--- config.mk ---
export PLATFORM = sky130hd
export DESIGN_NAME = writeback_stage
export DESIGN_NICKNAME = d
export VERILOG_FILES = /design/src/rtl/writeback_stage.sv
export SDC_FILE = /design/constraint.sdc
export NUM_CORES = 1
export LEC_CHECK = 0
export BUFFER_PORTS_ARGS = -buffer_cell sky130_fd_sc_hd__buf_2
export CAP_MARGIN = 30
export CORE_UTILIZATION = 45
export DETAILED_ROUTE_END_ITERATION = 8
export PLACE_DENSITY = 0.75
export SYNTH_ARGS = -nofsm -noshare
export SYNTH_HDL_FRONTEND = slang
export SYNTH_SLANG_ARGS = --single-unit
--- constraint.sdc ---
create_clock -name clk -period 2 [get_ports clk]
set_input_delay 0.3 -clock clk [delete_from_list [all_inputs] [get_ports clk]]
set_output_delay 0.3 -clock clk [all_outputs]
set_load 0.01 [all_outputs]
--- src/rtl/writeback_stage.sv ---
`default_nettype none
// ============================================================================
// Module      : writeback_stage
// Description : SEQ RISC-V writeback; picks ALU or formatted load data and
//               drives the register-file write port. Optional retired-
//               instruction counter enabled by defining WB_INSTRET_EN.
// Revision    : 1.0 - initial release
// ============================================================================
module writeback_stage #(
    parameter int XLEN = 64
) (
    input  logic            clk,
    input  logic            rst,
    input  logic            in_valid,
    output logic            in_ready,
    input  logic [4:0]      in_rd_addr,
    input  logic            in_reg_write,
    input  logic            in_mem_to_reg,
    input  logic            in_mem_read,
    input  logic [2:0]      in_funct3,
    input  logic [2:0]      in_addr_low,
    input  logic [XLEN-1:0] alu_result,
    input  logic            mem_rsp_valid,
    input  logic [XLEN-1:0] mem_rsp_data,
    output logic [4:0]      rd_addr,
    output logic [XLEN-1:0] rd_data,
    output logic            reg_write,
    output logic            retire,
    output logic [63:0]     instret
);

    typedef enum logic [1:0] {
        S_IDLE     = 2'd0,
        S_WAIT_MEM = 2'd1,
        S_WRITE    = 2'd2
    } state_t;

    state_t            r_state;
    state_t            w_state_next;
    logic              w_accept;

    logic [4:0]        r_hold_rd;
    logic              r_hold_we;
    logic              r_hold_m2r;
    logic [2:0]        r_hold_f3;
    logic [2:0]        r_hold_lo;
    logic [XLEN-1:0]   r_hold_alu;

    logic [4:0]        r_rd_addr;
    logic [XLEN-1:0]   r_rd_data;
    logic              r_wr_en;

    logic [XLEN-1:0]   w_shift;
    logic [XLEN-1:0]   w_load_fmt;

    assign in_ready = (r_state != S_WAIT_MEM);
    assign w_accept = in_valid && in_ready;

    always_ff @(posedge clk) begin
        if (!rst) begin
            r_state <= S_IDLE;
        end else begin
            r_state <= w_state_next;
        end
    end

    always_comb begin
        w_state_next = r_state;
        case (r_state)
            S_IDLE: begin
                if (w_accept) begin
                    w_state_next = in_mem_read ? S_WAIT_MEM : S_WRITE;
                end
            end
            S_WAIT_MEM: begin
                if (mem_rsp_valid) begin
                    w_state_next = S_WRITE;
                end
            end
            S_WRITE: begin
                if (w_accept) begin
                    w_state_next = in_mem_read ? S_WAIT_MEM : S_WRITE;
                end else begin
                    w_state_next = S_IDLE;
                end
            end
            default: w_state_next = S_IDLE;
        endcase
    end

    // Byte-lane shift zero-fills from the top, so misaligned tails read as zero
    assign w_shift = mem_rsp_data >> {r_hold_lo, 3'b000};

    always_comb begin
        w_load_fmt = w_shift;
        case (r_hold_f3)
            3'b000:  w_load_fmt = {{(XLEN-8){w_shift[7]}},   w_shift[7:0]};
            3'b001:  w_load_fmt = {{(XLEN-16){w_shift[15]}}, w_shift[15:0]};
            3'b010:  w_load_fmt = {{(XLEN-32){w_shift[31]}}, w_shift[31:0]};
            3'b100:  w_load_fmt = {{(XLEN-8){1'b0}},         w_shift[7:0]};
            3'b101:  w_load_fmt = {{(XLEN-16){1'b0}},        w_shift[15:0]};
            3'b110:  w_load_fmt = {{(XLEN-32){1'b0}},        w_shift[31:0]};
            default: w_load_fmt = w_shift;
        endcase
    end

    // Output registers only change when an instruction enters WRITE
    always_ff @(posedge clk) begin
        if (!rst) begin
            r_hold_rd  <= '0;
            r_hold_we  <= 1'b0;
            r_hold_m2r <= 1'b0;
            r_hold_f3  <= '0;
            r_hold_lo  <= '0;
            r_hold_alu <= '0;
            r_rd_addr  <= '0;
            r_rd_data  <= '0;
            r_wr_en    <= 1'b0;
        end else if (w_accept) begin
            r_hold_rd  <= in_rd_addr;
            r_hold_we  <= in_reg_write;
            r_hold_m2r <= in_mem_to_reg;
            r_hold_f3  <= in_funct3;
            r_hold_lo  <= in_addr_low;
            r_hold_alu <= alu_result;
            if (!in_mem_read) begin
                r_rd_addr <= in_rd_addr;
                r_rd_data <= alu_result;
                r_wr_en   <= in_reg_write;
            end
        end else if ((r_state == S_WAIT_MEM) && mem_rsp_valid) begin
            r_rd_addr <= r_hold_rd;
            r_rd_data <= r_hold_m2r ? w_load_fmt : r_hold_alu;
            r_wr_en   <= r_hold_we;
        end
    end

    assign rd_addr   = r_rd_addr;
    assign rd_data   = r_rd_data;
    assign retire    = (r_state == S_WRITE);
    assign reg_write = (r_state == S_WRITE) && r_wr_en && (r_rd_addr != 5'd0);

`ifdef WB_INSTRET_EN
    logic [63:0] r_instret;

    always_ff @(posedge clk) begin
        if (!rst) begin
            r_instret <= '0;
        end else if (r_state == S_WRITE) begin
            r_instret <= r_instret + 64'd1;
        end
    end

    assign instret = r_instret;
`else
    assign instret = '0;
`endif

endmodule
`default_nettype wire

* Word-level counts from Yosys, hierarchy flattened
Cells that the tools add are included.
** Cells by class
- Muxes and demuxes :: 16
- Reduce and logical (&&, ||, !) cells :: 10
- Eq/ne operators :: 11
- Shift-type cells :: 1
** Operator list (count)
- 64-bit case mux with 6 select lines :: 1
- 64-bit 2-to-1 mux :: 4
- 64-bit by 6-bit >> shifter with 64-bit output :: 1
- 5-bit 2-to-1 mux :: 3
- 3-bit == test (second input constant) :: 3
- 2-bit 2-to-1 mux :: 4
- 2-bit inequality test (second input constant) :: 3
- 2-bit case mux with 3 select lines :: 1
- 5-bit nonzero test :: 1
- 1-bit logical AND :: 4
- 2-bit AND reduction :: 2
- 3-bit by 1-bit == test with 1-bit output (second input constant) :: 1
- 3-bit by 2-bit == test with 1-bit output (second input constant) :: 1
- 3-bit logical NOT :: 1
- 1-bit 2-to-1 mux :: 3
- 2-bit by 1-bit == test with 1-bit output (second input constant) :: 1
- 2-bit == test (second input constant) :: 1
- 2-bit logical NOT :: 1
- 2-bit by 1-bit inequality test with 1-bit output (second input constant) :: 1
- 2-bit nonzero test :: 1
** Storage, ports and cells
- Bits in registers :: 149
- Bits of input ports :: 146

* Logic depth before layout (Yosys ltp)
- Depth after elaboration :: 5
- Mapped depth :: 10

* Worst setup path before layout
OpenSTA, ideal clock, no wires.
- Path kind :: flip-flop to flip-flop
- Start :: register r_hold_lo[1]
- End :: register r_rd_data[61], in the netlist rd_data[61]
- Cell stages (with the launch flop) :: 11
- Path buffers :: 5
- Arrival :: 2.085 ns
- Slack :: -0.206 ns
- Setup time :: 0.122 ns
- Data required time :: 1.878 ns
- Path through :: dfxtp_1 -> buf_6 -> buf_6 -> mux2i_4 -> nor2_1 -> o21a_1 -> buf_6 -> or3_1 -> buf_6 -> buf_6 -> o311a_1
** Between the ends
- Cells in the longest elaborated chain, start to end :: 5
** Ends and longest elaborated chain
- start: declaration :: RTL line 46 : logic [2:0] r_hold_lo;
- start signal: assignment :: RTL line 124 : r_hold_lo <= in_addr_low;
- 64-bit by 6-bit >> shifter with 64-bit output :: RTL line 92 : assign w_shift = mem_rsp_data >> {r_hold_lo, 3'b000};
- 64-bit case mux with 6 select lines :: RTL line 96 : case (r_hold_f3)
- 64-bit 2-to-1 mux :: RTL line 133 : r_rd_data <= r_hold_m2r ? w_load_fmt : r_hold_alu;
- 64-bit 2-to-1 mux :: RTL line 131 : end else if ((r_state == S_WAIT_MEM) && mem_rsp_valid) begin
- 64-bit 2-to-1 mux :: RTL line 119 : end else if (w_accept) begin
- end signal: assignment :: RTL line 128 : r_rd_data <= alu_result;
- end signal: assignment :: RTL line 133
- end: declaration :: RTL line 50 : logic [XLEN-1:0] r_rd_data;
Every way passes these cells. The select of a mux whose other input is x is not followed.
A chain may end at the register's enable or synchronous reset.

* Final worst setup path
- Start :: register r_hold_lo[1]
- End :: register r_rd_data[63], in the netlist rd_data[63]
The elaborated chain is that of the path after synthesis.

==> impl_metrics.tcl <==
set metrics [dict create \
    outcome "complete, but fails checks" \
    setup_viol 53 \
    finalCritPeriodShare_pct 107 \
    hold_violations 0 \
    grt_pass1_wl_mm 47.3 \
    num_vias 9394 \
    crit_fanout 17 \
    postPlaceCellArea_um2 10400 \
    drt-initial-drc-count 1024 \
    synth_area_leaders "dfxtp_1, nand2_1, buf_4" \
    ys_types 58 \
    firstDrtPassIters 7 \
    hold_path.class "input pin to flip-flop" \
    synth.mux.area_fraction_pct 10.7 \
    cp.arrival_ns 2.44 \
    synthFlopType "dfxtp_1" \
    sw_frac_of_total_pct 30.7 \
    vias_per_cell 5.76 \
    synth_fa_ha_area_share_pct 0 \
    design_area_um2 11200 \
    dp_cells 1595 \
    cts_buffers 17 \
    wl_mm 32.3 \
    synth.largest_area_cell "dfxtp_1" \
    grt_usage_pct 31.0 \
    row_count 50 \
    max_cap_viol_count 0 \
    synth-edff-count 0 \
    use_met1_pct 40.6 \
    start_kind "flip-flop" \
    antenna_left 0 \
    synth_top_area_share_pct 34.1 \
    netlist_instances 1119 \
    seq_area_frac_synth_pct 34.1 \
    report.final.slew_viol_count 0 \
    wl_per_cell_um 19.8 \
    worst_setup_path_end_kind "flip-flop" \
    path_class "flip-flop to flip-flop" \
    cts-htree-levels 4 \
    violations "setup timing" \
    grt_pass1_vias 8543 \
    grt-ovfl-total 0 \
    cts_tree "yes" \
    power_density_nw_per_um2 745 \
    setup_ws_ns -0.131 \
    core_area_um2 18900 \
    seq_area_um2 2990 \
    die_h_um 142 \
    p_seq_share_pct 39.5 \
    grt_busiest_layer "met2" \
    synth-compound-area-share_pct 24.3 \
    portBuffers 217 \
    dpl.hpwl_mm 23.6 \
    ys_warn_count 0 \
    whs_ns 0.106 \
    comb_power_share_pct 23.7 \
    clk_latency_ns 0.43 \
    grtUsageMet3_pct 6.41 \
    multi_input_area_um2 5220 \
    cts.sinks 149 \
    worstPathRequired_ns 2.31 \
    ioPinCount 282 \
    yosys.area_share.simple_pct 20.2 \
    nFillCells 1769 \
    p_int_w 0.00578 \
    fmax_mhz 469 \
    peakVddDrop_mv 0.635 \
    p_leak_nw 4.85 \
    pwr-share-clk_pct 36.8 \
    path_clk_slew_ns 0.06 \
    stdcell_count 1632 \
    drc 0 \
    worstMarginPinSlew_ns 0.952 \
    synth_area_per_cell_um2 7.83 \
    use_met2_pct 48.2 \
    clock-skew-final_ns 0.00649 \
    timing.final.crit_period_ns 2.13 \
    area.growth.synth_to_final_pct 27.8 \
    synth_xor_area_share_pct 0 \
    synth_top_family_by_area "compound AO/OA/AOI/OAI gates" \
    die_w_um 142 \
    cts-root-buf "clkbuf_16" \
    rsz0062_at_grt "true" \
    syn-cell-area_um2 8760 \
    start_util_pct 46.4 \
    finalNetCount 1506 \
    power.switching_w 0.00256 \
    die_area_um2 20000 \
    yosys_register_bits 149 \
    grt_max_degree 75 \
    gp_congestion 0.931 \
    async_flop_share_pct 0 \
    drive_gt1_share_pct 30.2 \
    slew_headroom_pct 36.0 \
    clockBufferDepth 2 \
    antenna_found_initial 2 \
]
==> synth_stat cells, types with 12 or more instances <==
library cell / number
a21oi_1: 81
a31oi_1: 17
o31ai_1: 22
clkbuf_1: 68
nor2b_1: 16
o22ai_1: 18
nand3_1: 30
nand2_1: 182
buf_2: 12
mux2i_1: 46
buf_4: 67
o21ai_0: 59
mux2_2: 21
o31a_1: 16
a211oi_1: 26
nor3_1: 22
dfxtp_1: 149
nor2_1: 112
==> cell usage in the layout, fill, tap and decap left out, types with 4 or more instances in the layout <==
| cell | instances |
|---|---|
| nor2_1 | 111 |
| mux2_2 | 21 |
| o211ai_1 | 9 |
| nor4_1 | 4 |
| o211a_1 | 8 |
| nor3_1 | 22 |
| o21ai_0 | 57 |
| mux2i_1 | 45 |
| a211oi_1 | 24 |
| o221ai_1 | 5 |
| a31oi_1 | 17 |
| a21boi_2 | 6 |
| o22ai_1 | 18 |
| dfxtp_1 | 146 |
| nand4_1 | 8 |
| nand3_1 | 30 |
| clkbuf_16 | 19 |
| or3b_1 | 9 |
| o311a_1 | 10 |
| a21oi_1 | 81 |
| nor2b_1 | 15 |
| nand2_1 | 181 |
| o31a_1 | 16 |
| buf_4 | 87 |
| conb_1 | 64 |
| a32o_1 | 8 |
| buf_2 | 217 |
| buf_6 | 5 |
| nand3b_1 | 4 |
| nand2b_1 | 5 |
| o41ai_1 | 4 |
| or3_1 | 7 |
| buf_12 | 11 |
| mux4_2 | 8 |
| o31ai_1 | 22 |
| o21a_1 | 7 |
==> flip-flops by register name, summed over array words and instances (netlist names) <==
name,cells
r_state,2
rd_data,64
r_hold_lo,3
r_hold_f3,3
r_hold_m2r,1
r_wr_en,1
r_hold_rd,5
rd_addr,5
r_hold_alu,64
r_hold_we,1
==> path summary, 6_finish.rpt <==
path | startpoint | to | slack, ns | cells past startpoint
max | r_hold_lo[1] | rd_data[63] | -0.13 | 6
min | in_addr_low[1] | r_hold_lo[1] | 0.11 | 3
max reg2reg | r_hold_lo[1] | rd_data[63] | -0.13 | 6
min reg2reg | r_hold_alu[20] | r_hold_alu[20] | 0.45 | 2
==> through the flow <==
| step | setup TNS (ns) | worst slack [ns] | power (W) | util, % |
|---|---|---|---|---|
| CTS | -2.26 | -0.0913 | 0.00825 | 58.2 |
| global route | -6.51 | -0.200 | 0.00865 | 59.3 |
| finish | -2.73 | -0.131 | 0.00834 | 59.3 |
| floorplan | -0.866 | -0.142 | 0.00451 | - |
| global placement | -0.768 | -0.0625 | 0.00519 | 55.2 |
| detailed placement | -1.11 | -0.0959 | 0.00521 | 55.2 |
==> timing repair <==
action / 4_1_cts / 5_1_grt
cloned: 0 / 2
endpoints found under the setup margin: 44 / 63
hold endpoints to repair: 0 / 0
resized for setup: 11 / 18
setup buffers: 1 / 4
pin swaps: 4 / 2
hold buffers: 0 / 0
==> power groups by stage <==
stage,registers (W),clock network (W),logic [W]
2_1_floorplan,0.00336,0,0.00114
3_3_place_gp,0.00335,0,0.00184
3_5_place_dp,0.00335,0,0.00186
4_1_cts,0.00329,0.00308,0.00188
5_1_grt,0.00331,0.00321,0.00212
6_report,0.00329,0.00307,0.00197
==> layout make-up <==
cell class	count	area share (%)
clock buffer	21	4.20
timing repair buffer	323	18.7
multi-input combinational	866	46.6
inverter	3	0.101
antenna	2	0.0447
clock inverter	8	0.682
sequential	149	26.7
tap	260	2.91
==> kinds of logic (layout without fill, tap and decap cells) <==
| family | count (synthesis) | count (layout) |
|---|---|---|
| compound gates | 318 | 318 |
| other cells | 1 | 66 |
| mux | 79 | 79 |
| simple gates | 405 | 405 |
| buf+inv | 167 | 355 |
| flops | 149 | 149 |
==> routing by layer <==
metal  wire (um)  vias to the layer above  share of wire (%)
met5           0                        -                  0
met4        1560                        0                4.8
met3        3170                       90                9.8
met2       14500                      582                 45
met1       13100                     4346                 40
li1            -                     4376                  -
==> critical path, stage by stage, from the launching register on <==
cell and delay (ns):
dfxtp_4 0.41, buf_6 0.13, mux2i_1 0.22, mux4_2 0.31, o31ai_4 0.08, or3_4 0.53, o311a_1 0.32
(Power assumes the default switching activity.)
